<file path="config.mk">
export PLATFORM = sky130hd
export DESIGN_NAME = matmul_z_drain
export DESIGN_NICKNAME = d
export VERILOG_FILES = /design/src/rtl/matmul_pkg.sv /design/src/rtl/matmul_drain_fifo.sv /design/src/rtl/matmul_z_drain.sv
export SDC_FILE = /design/constraint.sdc
export NUM_CORES = 1
export LEC_CHECK = 0
export ABC_AREA = 1
export CAP_MARGIN = 25
export CORE_MARGIN = 1.5
export CORE_UTILIZATION = 52
export DETAILED_ROUTE_END_ITERATION = 10
export PLACE_DENSITY = 0.87
export SLEW_MARGIN = 40
export SYNTH_ARGS = -nofsm -noshare
export SYNTH_HDL_FRONTEND = slang
export SYNTH_SLANG_ARGS = --single-unit
</file>
<file path="constraint.sdc">
create_clock -name clock -period 2 [get_ports clock]
set_clock_uncertainty 0.05 [all_clocks]
set_input_delay 0.4 -clock clock [delete_from_list [all_inputs] [get_ports clock]]
set_output_delay 0.4 -clock clock [all_outputs]
set_load 0.02 [all_outputs]
</file>
<file path="src/rtl/matmul_pkg.sv">
// Shared types and defaults for the matrix-multiply engine and its Z drain stage.
package matmul_pkg;

   localparam int unsigned DATA_WIDTH_DEF  = 32;
   localparam int unsigned ADDR_WIDTH_DEF  = 12;
   localparam int unsigned VECTOR_SIZE_DEF = 64;

   typedef enum logic [1:0] {
      IDLE = 2'd0,
      RUN  = 2'd1,
      DONE = 2'd2
   } drain_state_t;

   function automatic int unsigned word_count(input int unsigned vector_size);
      return vector_size * vector_size;
   endfunction

endpackage

</file>
<file path="src/rtl/matmul_drain_fifo.sv">
// Small synchronous FIFO holding Z words between the BRAM read port and the output stream.
module matmul_drain_fifo #(
   parameter int unsigned WIDTH = 32,
   parameter int unsigned DEPTH = 4,
   parameter int unsigned CNT_W = $clog2(DEPTH + 1)
) (
   input  logic             clock,
   input  logic             reset,
   input  logic             push,
   input  logic [WIDTH-1:0] push_data,
   input  logic             pop,
   output logic [WIDTH-1:0] head,
   output logic [CNT_W-1:0] count
);

   localparam int unsigned PTR_W = (DEPTH > 1) ? $clog2(DEPTH) : 1;

   logic [WIDTH-1:0] mem [DEPTH];
   logic [PTR_W-1:0] wr_ptr;
   logic [PTR_W-1:0] rd_ptr;
   logic             do_push;
   logic             do_pop;

   // a push into a full FIFO is only accepted when a pop frees the slot that same cycle
   assign do_pop  = pop && (count != '0);
   assign do_push = push && ((count != CNT_W'(DEPTH)) || do_pop);
   assign head    = mem[rd_ptr];

   always_ff @(posedge clock or negedge reset) begin
      if (!reset) begin
         for (int unsigned i = 0; i < DEPTH; i++) begin
            mem[i] <= '0;
         end
         wr_ptr <= '0;
         rd_ptr <= '0;
         count  <= '0;
      end else begin
         if (do_push) begin
            mem[wr_ptr] <= push_data;
            wr_ptr      <= (wr_ptr == PTR_W'(DEPTH - 1)) ? '0 : wr_ptr + PTR_W'(1);
         end
         if (do_pop) begin
            rd_ptr <= (rd_ptr == PTR_W'(DEPTH - 1)) ? '0 : rd_ptr + PTR_W'(1);
         end
         case ({do_push, do_pop})
            2'b10:   count <= count + CNT_W'(1);
            2'b01:   count <= count - CNT_W'(1);
            default: count <= count;
         endcase
      end
   end

endmodule

</file>
<file path="src/rtl/matmul_z_drain.sv">
// Streams the Z result BRAM out over valid/ready with an end-of-matrix marker.
// Optional MATMUL_DRAIN_CHECKSUM_EN adds a wrapping checksum of all streamed words.
module matmul_z_drain
   import matmul_pkg::*;
#(
   parameter int unsigned DATA_WIDTH  = DATA_WIDTH_DEF,
   parameter int unsigned ADDR_WIDTH  = ADDR_WIDTH_DEF,
   parameter int unsigned VECTOR_SIZE = VECTOR_SIZE_DEF,
   parameter int unsigned FIFO_DEPTH  = 4
) (
   input  logic                  clock,
   input  logic                  reset,
   input  logic                  start,
   output logic                  done,
   output logic                  z_rd_en,
   output logic [ADDR_WIDTH-1:0] z_addr,
   input  logic [DATA_WIDTH-1:0] z_dout,
   output logic [DATA_WIDTH-1:0] out_data,
   output logic                  out_valid,
   input  logic                  out_ready,
   output logic                  out_last
`ifdef MATMUL_DRAIN_CHECKSUM_EN
   ,
   output logic [DATA_WIDTH-1:0] checksum
`endif
);

   localparam int unsigned N     = word_count(VECTOR_SIZE);
   localparam int unsigned CNT_W = ADDR_WIDTH + 1;
   localparam int unsigned FC_W  = $clog2(FIFO_DEPTH + 1);
   localparam logic [CNT_W-1:0] N_C    = CNT_W'(N);
   localparam logic [CNT_W-1:0] LAST_C = CNT_W'(N - 1);

   drain_state_t     state;
   drain_state_t     state_nxt;
   logic [CNT_W-1:0] issue_cnt;
   logic [CNT_W-1:0] accept_cnt;
   logic             inflight;
   logic [FC_W-1:0]  fifo_count;
   logic             credit_ok;
   logic             issue;
   logic             start_acc;
   logic             handshake;

   matmul_drain_fifo #(
      .WIDTH (DATA_WIDTH),
      .DEPTH (FIFO_DEPTH),
      .CNT_W (FC_W)
   ) u_fifo (
      .clock     (clock),
      .reset     (reset),
      .push      (inflight),
      .push_data (z_dout),
      .pop       (handshake),
      .head      (out_data),
      .count     (fifo_count)
   );

   // credits count both stored words and the read still in the BRAM pipeline
   assign credit_ok = ({1'b0, fifo_count} + (FC_W + 1)'(inflight)) < (FC_W + 1)'(FIFO_DEPTH);
   assign out_valid = (fifo_count != '0);
   assign handshake = out_valid && out_ready;
   assign out_last  = out_valid && (accept_cnt == LAST_C);
   assign z_rd_en   = issue;
   assign z_addr    = issue_cnt[ADDR_WIDTH-1:0];

   always_ff @(posedge clock or negedge reset) begin
      if (!reset) begin
         state <= IDLE;
      end else begin
         state <= state_nxt;
      end
   end

   always_comb begin
      state_nxt = state;
      issue     = 1'b0;
      start_acc = 1'b0;
      case (state)
         IDLE: begin
            if (start) begin
               start_acc = 1'b1;
               state_nxt = RUN;
            end
         end
         RUN: begin
            issue = (issue_cnt < N_C) && credit_ok;
            if (handshake && out_last) begin
               state_nxt = DONE;
            end
         end
         DONE: begin
            state_nxt = IDLE;
         end
         default: begin
            state_nxt = IDLE;
            issue     = 1'bx;
            start_acc = 1'bx;
         end
      endcase
   end

   always_ff @(posedge clock or negedge reset) begin
      if (!reset) begin
         issue_cnt  <= '0;
         accept_cnt <= '0;
         inflight   <= 1'b0;
         done       <= 1'b0;
      end else if (start_acc) begin
         issue_cnt  <= '0;
         accept_cnt <= '0;
         inflight   <= 1'b0;
         done       <= 1'b0;
      end else begin
         issue_cnt  <= issue_cnt + CNT_W'(issue);
         accept_cnt <= accept_cnt + CNT_W'(handshake);
         inflight   <= issue;
         if (state == DONE) begin
            done <= 1'b1;
         end
      end
   end

`ifdef MATMUL_DRAIN_CHECKSUM_EN
   always_ff @(posedge clock or negedge reset) begin
      if (!reset) begin
         checksum <= '0;
      end else if (start_acc) begin
         checksum <= '0;
      end else if (handshake) begin
         checksum <= checksum + out_data;
      end
   end
`endif

endmodule

</file>
==> Word level (Yosys, flattened, before mapping) <==
Cells that the tools add are included.
{ "totals": {"output_inout_bits": 48, "reg_bits": 165} }
{ "classes": {"muxes": 20, "n_lt_le_gt_ge": 5, "bitwise_logic": 2, "n_addsub": 7, "n_eq_ne": 10, "n_reduce_logical": 15} }
{ "ops": {"columns": ["op", "count"], "rows": [
  ["128-bit bitwise mux", 1],
  ["32-bit 2-to-1 mux", 3],
  ["32-bit binary-select mux with 2-bit select", 1],
  ["32-bit demux with 2-bit select", 1],
  ["13-bit by 1-bit adder with 13-bit output", 2],
  ["13-bit 2-to-1 mux", 2],
  ["13-bit by 12-bit == test with 1-bit output, second input constant", 1],
  ["13-bit less-than comparator, second input constant", 1],
  ["2-bit == test, second input constant", 4],
  ["2-bit 2-to-1 mux", 4],
  ["1-bit logical AND", 7],
  ["3-bit greater-or-equal comparator, second input constant", 2],
  ["2-bit NOT with 3-bit output", 2],
  ["3-bit case mux with 2 select lines", 1],
  ["2-bit by 1-bit adder with 2-bit output, second input constant", 2],
  ["3-bit by 1-bit adder with 4-bit output", 1],
  ["2-bit by 1-bit == test with 1-bit output, second input constant", 2],
  ["4-bit by 3-bit less-than comparator with 1-bit output, second input constant", 1],
  ["1-bit 2-to-1 mux", 4],
  ["2-bit inequality test, second input constant", 2],
  ["1-bit case mux with 2 select lines", 2],
  ["2-bit case mux with 2 select lines", 1],
  ["2-bit nonzero test", 2],
  ["2-bit OR reduction", 2],
  ["8 further kinds", 8]
]} }

==> Longest topological paths before layout <==
{ "depth": {"word_depth": 7, "mapped_depth": 15} }

==> Hierarchy <==
Synthesis repeated with hierarchy kept, for this count alone.
{ "hier_totals": {"cells_unflattened": 1008, "hier_area_um2": 8348.0} }
{ "by_module_without_submodules": {"columns": ["module", "n_inst", "cells_per_inst", "area_per_inst_um2"], "rows": [
  ["matmul_drain_fifo", 1, 801, 6637.6],
  ["matmul_z_drain", 1, 207, 1710.4]
]} }

==> Worst setup path after synthesis <==
No wires, ideal clock.
{ "synth_path": {"path_kind": "flip-flop to flip-flop", "start": "register state[0]", "end": "register issue_cnt[12]", "required_ns": 1.833, "arrival_ns": 2.198, "path_slack_ns": -0.365, "stages_incl_launch_ff": 15, "n_path_buf": 0, "path_cell_list": "dfrtp_1 -> inv_1 -> ha_1 -> nor2_1 -> nand3_1 -> nor2_1 -> ha_1 -> ha_1 -> nand2_1 -> inv_1 -> nand2_1 -> nor3_1 -> nand3_1 -> nor2_1 -> nor2_1"} }
{ "synth_between": {"elab_chain_len": 5, "word_cells_on_any_way": 9, "cone_classes": "add/sub (1); eq/ne (2); mux (3); reduce/logical (3)"} }
{ "synth_lines": {"columns": ["element", "line", "rtl"], "rows": [
  ["start, declared", "matmul_z_drain.sv:34", "drain_state_t state;"],
  ["start signal, assigned", "matmul_z_drain.sv:71", "state <= state_nxt;"],
  ["2-bit == test / 2-bit zero test (equally long branches)", "matmul_z_drain.sv:79", "case (state)"],
  ["2-bit OR reduction (no line)", null, null],
  ["1-bit case mux with 2 select lines (*)", "matmul_z_drain.sv:79", null],
  ["via z_rd_en", "matmul_z_drain.sv:15", "output logic z_rd_en,"],
  ["13-bit by 1-bit adder with 13-bit output (*)", "matmul_z_drain.sv:115", "issue_cnt <= issue_cnt + CNT_W'(issue);"],
  ["13-bit 2-to-1 mux (*)", "matmul_z_drain.sv:109", "end else if (start_acc) begin"],
  ["end signal, assigned", "matmul_z_drain.sv:115", null],
  ["end, declared", "matmul_z_drain.sv:36", "logic [CNT_W-1:0] issue_cnt;"]
]} }
Mark *: on every way through the listed nets, which the timed path passes. The rest lies on a longest branch.
A chain may end at the register's enable or synchronous reset.

==> Worst setup path after layout <==
{ "layout_path": {"start": "register u_fifo.rd_ptr[0]", "end": "output port out_data[28]"} }
{ "layout_between": {"elab_chain_len": 4} }
{ "layout_lines": {"columns": ["element", "line", "rtl"], "rows": [
  ["start, declared", "matmul_drain_fifo.sv:20", "logic [PTR_W-1:0] rd_ptr;"],
  ["start signal, assigned", "matmul_drain_fifo.sv:43", "rd_ptr <= (rd_ptr == PTR_W'(DEPTH - 1)) ? '0 : rd_ptr + PTR_W'(1);"],
  ["2-bit NOT with 3-bit output (not written as such)", "matmul_drain_fifo.sv:27", "assign head = mem[rd_ptr];"],
  ["32-bit binary-select mux with 2-bit select", "matmul_drain_fifo.sv:27", null],
  ["32-bit 2-to-1 mux (not written as such) (2 in series)", "matmul_drain_fifo.sv:27", null],
  ["end, declared", "matmul_z_drain.sv:18", "output logic [DATA_WIDTH-1:0] out_data,"]
]} }
No other way between the ends. The select of a mux whose other input is x is not followed.

==> impl_results.md <==
* Std cell rows at 45
* CP Launch Type: flip-flop
* PD cells at 1820 nW/um^2
* Final Hold Fails at 0
* Failing checks: setup timing
* Number of global-route vias before repair at 7886
* Syn Std Cell Area at 8090 sq um
* First-pass GRT wire length at 39.2 mm
* CP peak stage delay at 0.50 ns
* Max Slew Vio Count at 0
* Die height at 128 um
* WS Path Type: flip-flop to output port
* Max FO, Critical Path at 6
* DIE WIDTH at 128 um
* Syn_nets at 1048
* Num CTS Buffers at 17
* Status: complete, but fails checks
* Slowest CP cell: dfrtp_2
* Synth area leaders: dfrtp_1 (51%), nand2_1 (14%), o21ai_0 (7.7%)
* Global Route Usage Sum at 30.9%
* Antenna Nets Post-Route at 0
* Max Cap Viol at 0
* Final Util at 75.1%
* DR WL/cell at 21.0 um
* ANT cells at 0
* Initial antenna violation count at 0
* CP required at 1.55 ns
* Rel. slew slack at 63.5%
* Most frequent cells in the layout: nand2_1 (295), dfrtp_1 (163), o21ai_1 (79), nor2_1 (67), o21ai_0 (65)
* #FFs+latches synth at 165
* Final wirelength at 27.9 mm
* CP Capture Type: output port
* Starting density of the core at 53.2%
* Synthesis Warnings at 0
* Clock slew at reported path FFs at 0.07 ns
* Unique masters post-synth at 31
* Tcrit/Tclk final at 113%
* DR iter-0 viols at 1055
* Root Buffer: clkbuf_16
* Hold WC Path Type: input port to asynchronous set/reset pin
* Comb power frac at 56.1%
* Grt total ovfl at 0
* Worst Tran Pin Value at 0.548 ns
* DP HPWL at 13.1 mm
* Crit path cell chain: buf_12 > buf_12 > buf_6 > o21ai_2 > o22ai_2 > buf_6
* Cell count after synthesis at 997
* # IOs at 84
* Hold WS at 0.435 ns
* CTS HTree Levels at 4
* Worst ir drop on vdd at 0.00142 V
* Clk_lat worst skew at 0.44 ns
* Clk sinks at 165
* DRC Markers at 0
* 1st-pass router iterations at 7
* Sw frac at 44.7%
* Clock share of power at 15.3%
* Routability cong. at 0.803
* Fmax at 0.444 GHz
* Sequential-to-total area share from yosys stat at 51.1%
* Layout area overhead at 41.1%
* NetSw at 9.27 mW
* Syn avg cell area at 8.11 sq um
* Post-route setup slack at -0.254 ns
* Core area at 15200 sq um
* Die Outline Area at 16300 sq um
* TritonCTS clock tree: yes
* Placed instance area at 9500 sq um
* Worst Path Buf+Inv at 4
* Quantity of I/O buffers inserted on ports at 83
* Cell taking the most area after synthesis: dfrtp_1
* # setup viols final at 37
* CTS max path bufs at 2
* RSZ-0062 raised after global routing: yes
* CP Data Arrival Time at 1.80 ns
* Via density at 6.15
* Most common cell after layout, fill and taps aside: nand2_1
* Via Count at 8166
* Int Pwr at 11.5 mW
* Final critical-path required period at 2.25 ns
* Crit path max-delay family: buffers and inverters
* Nets at 1178
* Layout cells sized above 1 at 29.1%
* P_leak at 5.43 nW
* Area fraction of the dominant cell type after synthesis at 51.1%
* Sequential Power Share at 28.6%
* Largest net degree at the start of global routing at 53
* Final Instance Area at 11400 sq um
==> power groups by stage <==
stage | combinational, mW | clock [mW] | sequential [mW]
6_report | 11.6 | 3.18 | 5.93
5_1_grt | 12.2 | 3.35 | 6.02
4_1_cts | 9.23 | 3.16 | 5.54
3_5_place_dp | 8.13 | 0 | 5.48
3_3_place_gp | 7.90 | 0 | 5.40
2_1_floorplan | 4.87 | 0 | 5.32
==> cells in the mapped netlist <==
cell type  number
a21oi_1        20
buf_1           5
buf_2          21
buf_4          12
buf_6           8
buf_8           1
clkbuf_1       25
dfrtp_1       165
fa_1            1
ha_1           14
inv_1          42
inv_2           5
nand2_1       300
nand2_2         2
nand2_4         1
nand2_8         1
nand3_1        14
nand3_2         1
nand4_1         1
nor2_1        102
nor2_2          2
nor2_4          5
nor3_1          6
nor3b_1         1
nor4_1          1
o21a_1          1
o21ai_0       125
o21ai_1        64
o21ai_2        16
o22ai_1        32
xor2_1          3
==> sequential cells by signal (all words and copies together), names as in the netlist <==
register,cells
inflight,1
u_fifo.mem,128
done,1
issue_cnt,13
u_fifo.wr_ptr,2
u_fifo.count,3
state,2
u_fifo.rd_ptr,2
accept_cnt,13
==> stage by stage <==
stage / total power [mW] / setup TNS, ns / worst slack (ns) / std cells
6_report: 20.8 / -6.05 / -0.254 / 1327
5_1_grt: 21.6 / -8.28 / -0.288 / 1327
4_1_cts: 17.9 / -4.04 / -0.166 / 1316
3_5_place_dp: 13.6 / -18.23 / -0.274 / 1267
3_3_place_gp: 13.3 / -15.12 / -0.230 / 1267
2_1_floorplan: 10.2 / -0.124 / -0.107 / 997
==> timing repair <==
item                                    in CTS  in global routing
setup buffers                               11                  7
gates resized for setup                    289                184
pin swaps                                   36                 55
endpoints found under the hold margin       46                  0
endpoints found under the setup margin      44                 56
gates cloned                                 7                  4
hold buffers                                 1                  0
==> worst paths after layout <==
kind / from / end / slack, ns / depth (start not counted)
worst max-delay path: u_fifo.rd_ptr[0] / out_data[28] / -0.25 / 6
worst min-delay path: reset / u_fifo.mem[60] / 0.44 / 2
worst max register to register: state[1] / issue_cnt[12] / -0.13 / 15
worst min register to register: u_fifo.mem[74] / u_fifo.mem[74] / 0.44 / 2
max in group asynchronous: reset / issue_cnt[1] / 0.78 / 3
min in group clock: u_fifo.mem[74] / u_fifo.mem[74] / 0.44 / 2
==> per-layer routing <==
metal  wire, um  track usage, %
met1      10000            37.9
met2      13400            51.6
met3       2980            6.34
met4       1540            16.5
met5          0               0
==> cells by family (layout without fill, tap and decap cells) <==
kind of cell    Yosys count  after routing  synth area share, %
flops                   165            165                 51.1
fa+ha+maj                15             15                 2.41
xor+xnor                  3              3                0.325
simple gates            437            437                 21.7
compound gates          258            258                 17.2
buf+inv                 119            261                 7.29
==> final cells by class <==
class                           count  area [sq um]
Multi-Input combinational cell    713          4190
Sequential cell                   165          4130
Fill cell                         890          3790
Timing Repair Buffer              183          2110
Clock buffer                       22           464
Tap cell                          188           235
Inverter                           47           184
Clock inverter                      9          95.1
Power figures use the tool's default switching activity.
